$ cat src/rtl/moon_dash_ctrl.sv
// Moon boss sequencer: aim delay, lock onto the player, straight-line dash to the border, recover.
// Holds the moon centre in signed Q.10 and runs a speed-scalable tick generator.
module moon_dash_ctrl #(
  parameter int unsigned MAX_X          = 384,
  parameter int unsigned MAX_Y          = 448,
  parameter int unsigned TIME_MAX       = 4000,
  parameter int unsigned AIM_TICKS      = 2000,
  parameter int unsigned RECOVER_TICKS  = 500,
  parameter int unsigned STEP_SHIFT     = 6,
  parameter int unsigned DASH_MAX_TICKS = 1023,
  parameter int unsigned START_X        = 192,
  parameter int unsigned START_Y        = 100
) (
  input  logic        clk,
  input  logic        reset,
  input  logic        run,
  input  logic [25:0] speed_offset,
  input  logic [9:0]  player_x,
  input  logic [9:0]  player_y,
  output logic [9:0]  moon_x,
  output logic [9:0]  moon_y,
  output logic        aiming,
  output logic        dashing,
  output logic        dash_done,
  output logic [7:0]  dash_count
);

  localparam int unsigned CNT_W  = 26;
  localparam int unsigned PH_W   = 11;
  localparam int unsigned FRAC_W = 10;
  localparam int unsigned POS_W  = 21;
  localparam int unsigned VEL_W  = 22;
  localparam int unsigned SUM_W  = 23;

  localparam logic signed [POS_W-1:0] START_PX = POS_W'(START_X << FRAC_W);
  localparam logic signed [POS_W-1:0] START_PY = POS_W'(START_Y << FRAC_W);
  localparam logic signed [SUM_W-1:0] LIM_X    = SUM_W'(MAX_X << FRAC_W);
  localparam logic signed [SUM_W-1:0] LIM_Y    = SUM_W'(MAX_Y << FRAC_W);
  localparam logic signed [VEL_W-1:0] ONE_PX   = VEL_W'(1 << FRAC_W);

  typedef enum logic [2:0] {
    S_IDLE, S_AIM, S_LATCH, S_DASH, S_RECOVER
  } state_e;

  state_e                   state_q, state_d;
  logic [CNT_W-1:0]         tick_cnt_q, tick_cnt_d;
  logic [PH_W-1:0]          phase_q, phase_d;
  logic signed [POS_W-1:0]  pos_x_q, pos_x_d, pos_y_q, pos_y_d;
  logic signed [VEL_W-1:0]  vel_x_q, vel_x_d, vel_y_q, vel_y_d;
  logic                     aiming_q, aiming_d;
  logic                     dashing_q, dashing_d;
  logic                     dash_done_q, dash_done_d;
  logic [7:0]               dash_count_q, dash_count_d;

  logic [CNT_W-1:0]         period_c;
  logic                     tick_c;
  logic signed [10:0]       dx_c, dy_c;
  logic signed [VEL_W-1:0]  dx_ext_c, dy_ext_c, vel_lx_c, vel_ly_c;
  logic signed [SUM_W-1:0]  sum_x_c, sum_y_c;
  logic signed [POS_W-1:0]  new_x_c, new_y_c;
  logic                     hit_c;

  // Tick generator; >= keeps it sane if the period shrinks below the current count
  always_comb begin
    period_c   = (speed_offset < CNT_W'(TIME_MAX)) ? (CNT_W'(TIME_MAX) - speed_offset) : '0;
    tick_c     = run && (tick_cnt_q >= period_c);
    tick_cnt_d = tick_cnt_q;
    if (run) tick_cnt_d = tick_c ? '0 : (tick_cnt_q + CNT_W'(1));
  end

  // Lock-on velocity and clamped next position
  always_comb begin
    dx_c     = $signed({1'b0, player_x}) - $signed({1'b0, pos_x_q[19:10]});
    dy_c     = $signed({1'b0, player_y}) - $signed({1'b0, pos_y_q[19:10]});
    dx_ext_c = {{(VEL_W-11){dx_c[10]}}, dx_c};
    dy_ext_c = {{(VEL_W-11){dy_c[10]}}, dy_c};
    vel_lx_c = (dx_ext_c <<< FRAC_W) >>> STEP_SHIFT;
    vel_ly_c = (dy_ext_c <<< FRAC_W) >>> STEP_SHIFT;

    sum_x_c  = $signed({{(SUM_W-POS_W){pos_x_q[POS_W-1]}}, pos_x_q})
             + $signed({{(SUM_W-VEL_W){vel_x_q[VEL_W-1]}}, vel_x_q});
    sum_y_c  = $signed({{(SUM_W-POS_W){pos_y_q[POS_W-1]}}, pos_y_q})
             + $signed({{(SUM_W-VEL_W){vel_y_q[VEL_W-1]}}, vel_y_q});
    hit_c    = 1'b0;
    new_x_c  = sum_x_c[POS_W-1:0];
    new_y_c  = sum_y_c[POS_W-1:0];
    if (sum_x_c < 0) begin
      new_x_c = '0;
      hit_c   = 1'b1;
    end else if (sum_x_c > LIM_X) begin
      new_x_c = LIM_X[POS_W-1:0];
      hit_c   = 1'b1;
    end
    if (sum_y_c < 0) begin
      new_y_c = '0;
      hit_c   = 1'b1;
    end else if (sum_y_c > LIM_Y) begin
      new_y_c = LIM_Y[POS_W-1:0];
      hit_c   = 1'b1;
    end
  end

  // Next-state and registered outputs
  always_comb begin
    state_d      = state_q;
    phase_d      = phase_q;
    pos_x_d      = pos_x_q;
    pos_y_d      = pos_y_q;
    vel_x_d      = vel_x_q;
    vel_y_d      = vel_y_q;
    dash_done_d  = 1'b0;
    dash_count_d = dash_count_q;
    if (run) begin
      case (state_q)
        S_IDLE: begin
          state_d = S_AIM;
          phase_d = '0;
        end
        S_AIM: if (tick_c) begin
          if (phase_q == PH_W'(AIM_TICKS - 1)) begin
            state_d = S_LATCH;
            phase_d = '0;
          end else begin
            phase_d = phase_q + PH_W'(1);
          end
        end
        S_LATCH: begin
          vel_x_d = vel_lx_c;
          vel_y_d = vel_ly_c;
          if (vel_lx_c == '0 && vel_ly_c == '0) vel_y_d = ONE_PX;
          state_d = S_DASH;
          phase_d = '0;
        end
        S_DASH: if (tick_c) begin
          pos_x_d = new_x_c;
          pos_y_d = new_y_c;
          if (hit_c || phase_q == PH_W'(DASH_MAX_TICKS - 1)) begin
            state_d      = S_RECOVER;
            phase_d      = '0;
            dash_done_d  = 1'b1;
            dash_count_d = dash_count_q + 8'd1;
          end else begin
            phase_d = phase_q + PH_W'(1);
          end
        end
        S_RECOVER: if (tick_c) begin
          if (phase_q == PH_W'(RECOVER_TICKS - 1)) begin
            state_d = S_AIM;
            phase_d = '0;
          end else begin
            phase_d = phase_q + PH_W'(1);
          end
        end
        default: state_d = S_IDLE;
      endcase
    end
    aiming_d  = (state_d == S_AIM);
    dashing_d = (state_d == S_DASH);
  end

  always_ff @(posedge clk) begin
    if (reset) begin
      state_q      <= S_IDLE;
      tick_cnt_q   <= '0;
      phase_q      <= '0;
      pos_x_q      <= START_PX;
      pos_y_q      <= START_PY;
      vel_x_q      <= '0;
      vel_y_q      <= '0;
      aiming_q     <= 1'b0;
      dashing_q    <= 1'b0;
      dash_done_q  <= 1'b0;
      dash_count_q <= '0;
    end else begin
      state_q      <= state_d;
      tick_cnt_q   <= tick_cnt_d;
      phase_q      <= phase_d;
      pos_x_q      <= pos_x_d;
      pos_y_q      <= pos_y_d;
      vel_x_q      <= vel_x_d;
      vel_y_q      <= vel_y_d;
      aiming_q     <= aiming_d;
      dashing_q    <= dashing_d;
      dash_done_q  <= dash_done_d;
      dash_count_q <= dash_count_d;
    end
  end

  assign moon_x     = pos_x_q[19:10];
  assign moon_y     = pos_y_q[19:10];
  assign aiming     = aiming_q;
  assign dashing    = dashing_q;
  assign dash_done  = dash_done_q;
  assign dash_count = dash_count_q;

endmodule

$ cat config.mk
export PLATFORM = sky130hd
export DESIGN_NAME = moon_dash_ctrl
export DESIGN_NICKNAME = d
export VERILOG_FILES = /design/src/rtl/moon_dash_ctrl.sv
export SDC_FILE = /design/constraint.sdc
export NUM_CORES = 1
export LEC_CHECK = 0
export ABC_AREA = 1
export CAP_MARGIN = 25
export CORE_UTILIZATION = 58
export CTS_BUF_LIST = sky130_fd_sc_hd__clkbuf_2
export CTS_CLUSTER_DIAMETER = 60
export CTS_CLUSTER_SIZE = 28
export DETAILED_ROUTE_END_ITERATION = 12
export MAX_ROUTING_LAYER = met4
export PLACE_DENSITY = 0.8
export SYNTH_ARGS = -nofsm -noshare
export SYNTH_HDL_FRONTEND = slang
export SYNTH_SLANG_ARGS = --single-unit
$ cat constraint.sdc
create_clock -name clk -period 8.3 [get_ports clk]
set_clock_uncertainty 0.05 [all_clocks]
set_input_delay 1.66 -clock clk [delete_from_list [all_inputs] [get_ports clk]]
set_output_delay 1.66 -clock clk [all_outputs]
set_load 0.02 [all_outputs]
==> parameters.txt, run 1 <==
Parameter                              Value

Status
  Status ... complete, but fails checks
  Failing checks ... design-rule violations

Logic synthesis
  Share of flip-flops with an asynchronous set or reset ... 0%
  Gate count of the mapped netlist ... 1,410
  Main area contributors after synthesis ... dfxtp_1 (24%), nand2_1 (16%), ha_1 (12%)
  Summed instance area of the synthesized netlist ... 0.00894 sq mm
  Number of flip-flops and latches in the synthesized netlist ... 107
  Yosys cell types ... 48
  EDFF count, synth ... 0
  Yosys warns ... 0
  Mean instance size in the synthesized netlist ... 6.34 sq um
  Yosys top cell by area ... dfxtp_1
  Synth top area share ... 24.0%
  Proportion of synthesized chip area in sequential cells ... 24.0%
  Predominant post-synthesis flop cell ... dfxtp_1

Timing
  Final TNS setup ... 0 ns
  Worst hold margin ... 0.438 ns
  Hold violation count in the final report ... 0
  Count of final setup violators ... 0
  Shortest clock period the worst path allows after layout ... 6.26 ns
  Headroom to the max-slew limit ... 35.7%
  Fmax ... 160 MHz
  Slew at the pin closest to its max-slew limit ... 0.964 ns
  Final cycle utilization of the critical path ... 75.4%
  RSZ-0062 raised after global routing ... no
  Max Slew Vio Count ... 0

Routing
  First-pass iteration count of the detailed router ... 11
  Wire length on met3 ... 853 um
  Met2 wire len ... 9.67 mm
  Post-detailed-route count of antenna-violating nets ... 0
  Number of design rule violations left after detail routing ... 2
  Top routing layer used ... met4
  Average wire per cell in the routed design ... 13.0 um
  Number of design-rule violations left by the first detailed-router iteration ... 540
  Routed length on met1 ... 10.6 mm
  Total Wirelength ... 21.6 mm
  Vias after detailed routing ... 8,941
  Via count normalized by instance count ... 5.36

Clock network
  Worst-skew pair later-pin latency ... 0.66 ns
  H-tree depth reported by CTS ... 3
  Clock root buffer master ... clkbuf_2
  Gates resized, CTS repair ... 0
  Post-CTS Hold Fix Bufs ... 0
  Total CTS buffers ... 9
  Clock transition at the register clock pins on the worst setup and hold paths after CTS ... 0.30 ns
  Buffers inserted by post-CTS timing repair ... 0
  TritonCTS clock tree ... yes
  CTS max path bufs ... 2
  CTS sink count ... 107

Critical path
  Critical path startpoint ... speed_offset[0]
  Data arrival at the endpoint of the critical path ... 6.82 ns
  Length in cells of the worst reg-to-reg path ... 11
  CP max stage cell ... inv_1
  Capture point of the worst reg-to-reg path ... pos_x_q[15]
  Worst Path Class, Setup ... primary input to register
  Worst-path fanout max ... 31
  Buffers & Inverters on Critical Path ... 8
  Required time of the critical path ... 8.86 ns
  Launch point of the worst reg-to-reg path ... tick_cnt_q[21]
  Critical Path Start Type ... primary input
  Timing endpoint of the critical path ... pos_x_q[15]
  Critical Path Stages ... 31
  Worst reg2reg setup slack ... 4.87 ns
  Kind of cell adding the most delay to the critical path ... simple AND/OR/NAND/NOR gates
  Nature of the critical path endpoint ... register
  Crit-path max cell delay ... 0.57 ns
  Worst path most repeated cell ... nand2_1

Global route
  Combined global-route utilization of all metal layers ... 29.4%
  Largest net degree at the start of global routing ... 56
  Vias in the first global route ... 8,300
  First-pass GRT wire length ... 37.3 mm
  Initial antenna violation count ... 0
  Remaining global-route overflow ... 0

Placed design
  Number of placed instances with taps included ... 1,653
  Input/output buffers ... 79
  Gpl congestion ... 0.915
  Final HPWL from detailed placement ... 17.3 mm

Pwr
  Power consumption ... 914 uW
  Power density cells ... 91.9 mW/mm^2
  Leakage dissipation ... 0.00475 uW
  Worst IR Drop VDD ... 0.0560 mV

Floorplan
  Full die area ... 0.0159 sq mm
  Site row count ... 45
  Starting density of the core ... 59.0%
  Vert. Die Dim ... 126 um
  Core Region ... 0.0151 sq mm
  Top Ports ... 80
  Horizontal extent of the die ... 126 um

Final layout
  Synthesis-to-layout area growth ... 11.3%
  Proportion of layout cells with a drive suffix above 1 ... 4.93%
  Fillcell total ... 1,425
  Diode count ... 0
  Total number of nets in the final design ... 1,614
  Cell Count, Final, Fillers Out ... 1,669

Min path
  Hold Path Depth ... 2
  Min-Delay Path Class ... register to register

Flow run
  Max cap viols ... 0
==> placed cells by master (no fill, tap or decap), types with 5 or more instances in the layout <==
cell type and instances:
a21oi_1 111, nor4_1 15, clkdlybuf4s50_1 78, nor3_1 32, o31ai_1 5, nand3b_1 6
nor2_1 126, nand3_1 81, conb_1 14, nand4_1 30, nand2_1 380, ha_1 85
o211ai_1 9, inv_2 9, dfxtp_1 107, o21bai_1 5, or2_2 6, xnor2_1 11
inv_1 208, clkbuf_2 9, o21ai_0 51, nand3_2 6, nand2_2 14, xor2_1 28
==> registers in the layout (all words and copies together), names as in the netlist, 3 cells and up <==
| name | cells |
|---|---|
| tick_cnt_q | 26 |
| pos_x_q | 17 |
| dash_count | 8 |
| phase_q | 11 |
| state_q | 3 |
| vel_x_q | 11 |
| pos_y_q | 17 |
| vel_y_q | 11 |
==> synthesized netlist by cell type, types with 11 or more instances <==
| cell | instances |
|---|---|
| nor3_1 | 32 |
| nand3_1 | 81 |
| nor2_1 | 127 |
| nor4_1 | 15 |
| o21ai_0 | 51 |
| a21oi_1 | 111 |
| dfxtp_1 | 107 |
| ha_1 | 85 |
| xor2_1 | 28 |
| nand2_2 | 14 |
| nand2_1 | 380 |
| inv_1 | 208 |
| xnor2_1 | 11 |
| clkbuf_1 | 14 |
| nand4_1 | 30 |
| buf_4 | 20 |
==> routing by layer <==
layer,vias up,GRT usage [%]
li1,4688,-
met1,3998,38.1
met2,217,47.7
met3,38,3.19
met4,0,9.71
met5,-,-
==> report_power, final <==
| part | internal (uW) | leakage (uW) | switching (uW) |
|---|---|---|---|
| registers | 518 | 0.000863 | 1.91 |
| clock network | 101 | 0.0000805 | 189 |
| logic | 45.5 | 0.00381 | 58.6 |
| total | 665 | 0.00475 | 249 |
==> metrics by stage <==
step / cell area (sq um) / util [%] / setup slack, ns
after global placement: 9800 / 64.7 / 1.60
final: 9940 / 65.7 / 2.04
after CTS: 9940 / 65.7 / 2.10
after detailed placement: 9800 / 64.7 / 1.39
after global routing: 9940 / 65.7 / 1.35
after floorplan: 8980 / - / 3.08
==> tightest hold or removal path: cells and delay by family, from the launching register on <==
| family | cells | cell delay [ns] |
|---|---|---|
| AO/OA/AOI/OAI | 1 | 0.05 |
| flip-flops | 1 | 0.37 |
| AND/OR/NAND/NOR | 1 | 0.06 |
==> kinds of logic after synthesis <==
group | Yosys count | share of synthesized area [%]
other | 1 | 0.0420
adders and majority gates | 89 | 12.8
xor gates and xnor gates | 39 | 3.82
and+or+nand+nor | 716 | 35.3
AOI/OAI and AO/OA | 198 | 12.3
DFF | 107 | 24.0
buffers and inverters | 260 | 11.8
==> worst min-delay path by stage <==
stage                      startpoint     endpoint  slack (ns)
after floorplan           pos_x_q[20]  pos_x_q[20]        0.37
after global placement    pos_y_q[20]  pos_y_q[20]        0.40
after detailed placement  pos_y_q[20]  pos_y_q[20]        0.41
after CTS                 pos_y_q[20]  pos_y_q[20]        0.44
after global routing       pos_y_q[7]   pos_y_q[7]        0.45
final                      pos_y_q[4]   pos_y_q[4]        0.44
==> final cells by class <==
| type | count | area, sq um | area share (%) |
|---|---|---|---|
| Clock buffer | 9 | 45.0 | 0.453 |
| Inverter | 219 | 822 | 8.27 |
| Multi-Input combinational cell | 1056 | 5790 | 58.2 |
| Tap cell | 188 | 235 | 2.37 |
| Timing Repair Buffer | 83 | 816 | 8.20 |
| Sequential cell | 107 | 2140 | 21.5 |
| Clock inverter | 7 | 97.6 | 0.981 |
No activity file was read; power rests on OpenSTA's default activity.
==> run 2: changes to the inputs <==
--- a/config.mk
+++ b/config.mk
@@ -7,7 +7,7 @@
 export LEC_CHECK = 0
 export ABC_AREA = 1
 export CAP_MARGIN = 25
-export CORE_UTILIZATION = 58
+export CORE_UTILIZATION = 55
 export CTS_BUF_LIST = sky130_fd_sc_hd__clkbuf_2
 export CTS_CLUSTER_DIAMETER = 60
 export CTS_CLUSTER_SIZE = 28
==> constraint.sdc (replaced) <==
create_clock -name clk -period 5.7 [get_ports clk]
set_clock_uncertainty 0.05 [all_clocks]
set_input_delay 1.14 -clock clk [delete_from_list [all_inputs] [get_ports clk]]
set_output_delay 1.14 -clock clk [all_outputs]
set_load 0.02 [all_outputs]
==> run 2 against run 1 <==
  * The run now ends clean
  * Clock power is 13% higher
  * Count of clock-buffer cells in the layout is 1 higher
  * Sequential power is 46% higher
  * Sequential cell count stayed put
  * Die area is 5.4% higher
  * Critical path depth is 1 higher
  * Register-to-register slack worse by 2.3 ns
  * Worst hold slack worse by 0.023 ns
  * Critical endpoint is now dash_count[4]
  * Largest cell class unchanged
==> parameters.txt, run 2 (synthesis results as in run 1) <==
Parameter                              Value

Status
  Status ... completed

Floorplan
  Top Ports ... 80 (unchanged)
  Site row count ... 46 (+2.2%)
  Horizontal extent of the die ... 129 um (+2.6%)
  Core Region ... 0.0159 sq mm (+4.9%)
  Full die area ... 0.0168 sq mm (+5.4%)
  Vert. Die Dim ... 129 um (+2.6%)
  Starting density of the core ... 56.3% (-2.7 points)

Routing
  Number of design-rule violations left by the first detailed-router iteration ... 600 (+11%)
  Via count normalized by instance count ... 5.27 (-1.6%)
  Number of design rule violations left after detail routing ... 0 (-2)
  Post-detailed-route count of antenna-violating nets ... 0 (unchanged)
  Total Wirelength ... 22.0 mm (+1.6%)
  First-pass iteration count of the detailed router ... 5 (-6)
  Vias after detailed routing ... 8,969 (+0.31%)
  Average wire per cell in the routed design ... 12.9 um (-0.33%)

Global route
  Largest net degree at the start of global routing ... 56 (unchanged)
  Combined global-route utilization of all metal layers ... 27.9% (-1.5 points)
  Remaining global-route overflow ... 0 (unchanged)
  Initial antenna violation count ... 0 (unchanged)
  Vias in the first global route ... 8,144 (-1.9%)
  First-pass GRT wire length ... 36.7 mm (-1.7%)

Critical path
  CP max stage cell ... a2111oi_0
  Worst reg2reg setup slack ... 2.53 ns (-2.34 ns)
  Critical Path Start Type ... primary input
  Launch point of the worst reg-to-reg path ... pos_x_q[4]
  Length in cells of the worst reg-to-reg path ... 16 (+5)
  Critical path startpoint ... speed_offset[0]
  Data arrival at the endpoint of the critical path ... 5.65 ns (-1.17 ns)
  Worst path most repeated cell ... nand2_1
  Worst Path Class, Setup ... primary input to register
  Nature of the critical path endpoint ... register
  Required time of the critical path ... 6.25 ns (-2.61 ns)
  Crit-path max cell delay ... 0.45 ns (-0.12 ns)
  Worst-path fanout max ... 10 (-68%)
  Timing endpoint of the critical path ... dash_count[4]
  Capture point of the worst reg-to-reg path ... pos_x_q[10]

Final layout
  Final non-filler cell area ... 0.00997 sq mm (+0.21%)
  Number of flip-flops under the largest register name ... 26 (unchanged)
  Leading cell type in the layout, fill and taps excluded ... nand2_1
  Synthesis-to-layout area growth ... 11.5%
  Largest register by flop count ... tick_cnt_q
  Proportion of layout cells with a drive suffix above 1 ... 5.18% (+0.25 points)
  Commonest cells after routing, fill and taps aside ... nand2_1 (380), inv_1 (208), nor2_1 (126)
  Largest registers ... tick_cnt_q (26), pos_x_q (17), pos_y_q (17)
  Total number of nets in the final design ... 1,619 (+0.31%)
  Diode count ... 0 (unchanged)

Clock network
  CTS sink count ... 107 (unchanged)
  TritonCTS clock tree ... yes
  Buffers inserted by post-CTS timing repair ... 0 (unchanged)
  Gates resized, CTS repair ... 0 (unchanged)
  Worst-skew pair later-pin latency ... 0.64 ns (-0.02 ns)
  CTS max path bufs ... 2 (unchanged)
  Clock root buffer master ... clkbuf_2
  Post-CTS Hold Fix Bufs ... 0 (unchanged)
  H-tree depth reported by CTS ... 3 (unchanged)
  Total CTS buffers ... 9 (unchanged)
  Clock transition at the register clock pins on the worst setup and hold paths after CTS ... 0.29 ns (about the same)

Flow run
  Max cap viols ... 0 (unchanged)

Pwr
  Worst IR Drop VDD ... 0.0927 mV (+66%)
  Power density cells ... 124 mW/mm^2 (+35%)
  Leakage dissipation ... 0.00476 uW (about the same)

Timing
  Final cycle utilization of the critical path ... 89.6%
  Hold violation count in the final report ... 0 (unchanged)
  Max Slew Vio Count ... 0 (unchanged)
  Shortest clock period the worst path allows after layout ... 5.11 ns
  Slew at the pin closest to its max-slew limit ... 0.665 ns (-0.299 ns)
  Headroom to the max-slew limit ... 55.6% (+20 points)
  Count of final setup violators ... 0 (unchanged)
  Worst Setup Slack, final ... 0.595 ns (-1.45 ns)
  RSZ-0062 raised after global routing ... no
  Fmax ... 196 MHz

Placed design
  Area post-placement ... 0.00987 sq mm (+0.74%)
  Input/output buffers ... 79 (unchanged)
  Gpl congestion ... 0.948 (+3.6%)
  Final HPWL from detailed placement ... 17.5 mm (+1.2%)
  Post-Place Setup Slack ... -0.0619 ns (-1.45 ns)

Min path
  Min-Delay Path Class ... register to register
  Hold Path Depth ... 2 (unchanged)
==> run 2: report_power, final <==
part | total, uW | switching (uW) | leakage (uW) | internal [uW]
Sequential | 757 | 2.76 | 0.000863 | 755
Combinational | 152 | 85.9 | 0.00384 | 66.3
Clock | 328 | 269 | 0.0000576 | 60.0
==> run 2: worst min path at each step <==
stage                  endpoint        start  slack (ns)
floorplan           pos_x_q[20]  pos_x_q[20]        0.37
global placement    pos_y_q[20]  pos_y_q[20]        0.39
detailed placement  pos_x_q[20]  pos_x_q[20]        0.38
CTS                 pos_x_q[20]  pos_x_q[20]        0.41
global route        pos_x_q[20]  pos_x_q[20]        0.42
finish              pos_x_q[20]  pos_x_q[20]        0.41
==> run 2: per-stage QoR <==
| step | total power (uW) | utilization (%) | std cells | hold slack [ns] | setup TNS, ns |
|---|---|---|---|---|---|
| finish | 1240 | 62.7 | 1702 | 0.415 | 0 |
| global route | 1290 | 62.7 | 1702 | 0.423 | 0 |
| detailed placement | 921 | 62.2 | 1686 | 0.384 | -0.284 |
| global placement | 919 | 62.2 | 1686 | 0.387 | 0 |
| floorplan | 859 | - | 1423 | 0.372 | 0 |
| CTS | 1250 | 62.7 | 1702 | 0.415 | 0 |
==> run 2: final cells by class <==
cell class / count / area, sq um
Fill cell: 1571 / 5920
Multi-Input combinational cell: 1056 / 5790
Sequential cell: 107 / 2140
Timing Repair Buffer: 88 / 853
Inverter: 219 / 822
Tap cell: 216 / 270
Clock buffer: 10 / 50.0
Clock inverter: 6 / 41.3
==> run 2: layer usage <==
| metal | track usage (%) | up-vias | wire length, um |
|---|---|---|---|
| li1 | - | 4694 | - |
| met1 | 36.8 | 4034 | 10700 |
| met2 | 45.4 | 222 | 10000 |
| met3 | 4.09 | 19 | 1060 |
| met4 | 5.75 | 0 | 244 |
| met5 | - | - | 0 |
==> run 2: worst max-delay path, delay by kind of cell <==
| family | cells | cell delay [ns] |
|---|---|---|
| adder cells (fa/ha/maj) | 2 | 0.49 |
| AO/OA/AOI/OAI | 4 | 0.89 |
| AND/OR/NAND/NOR | 18 | 1.91 |
| buffers and inverters | 8 | 1.23 |
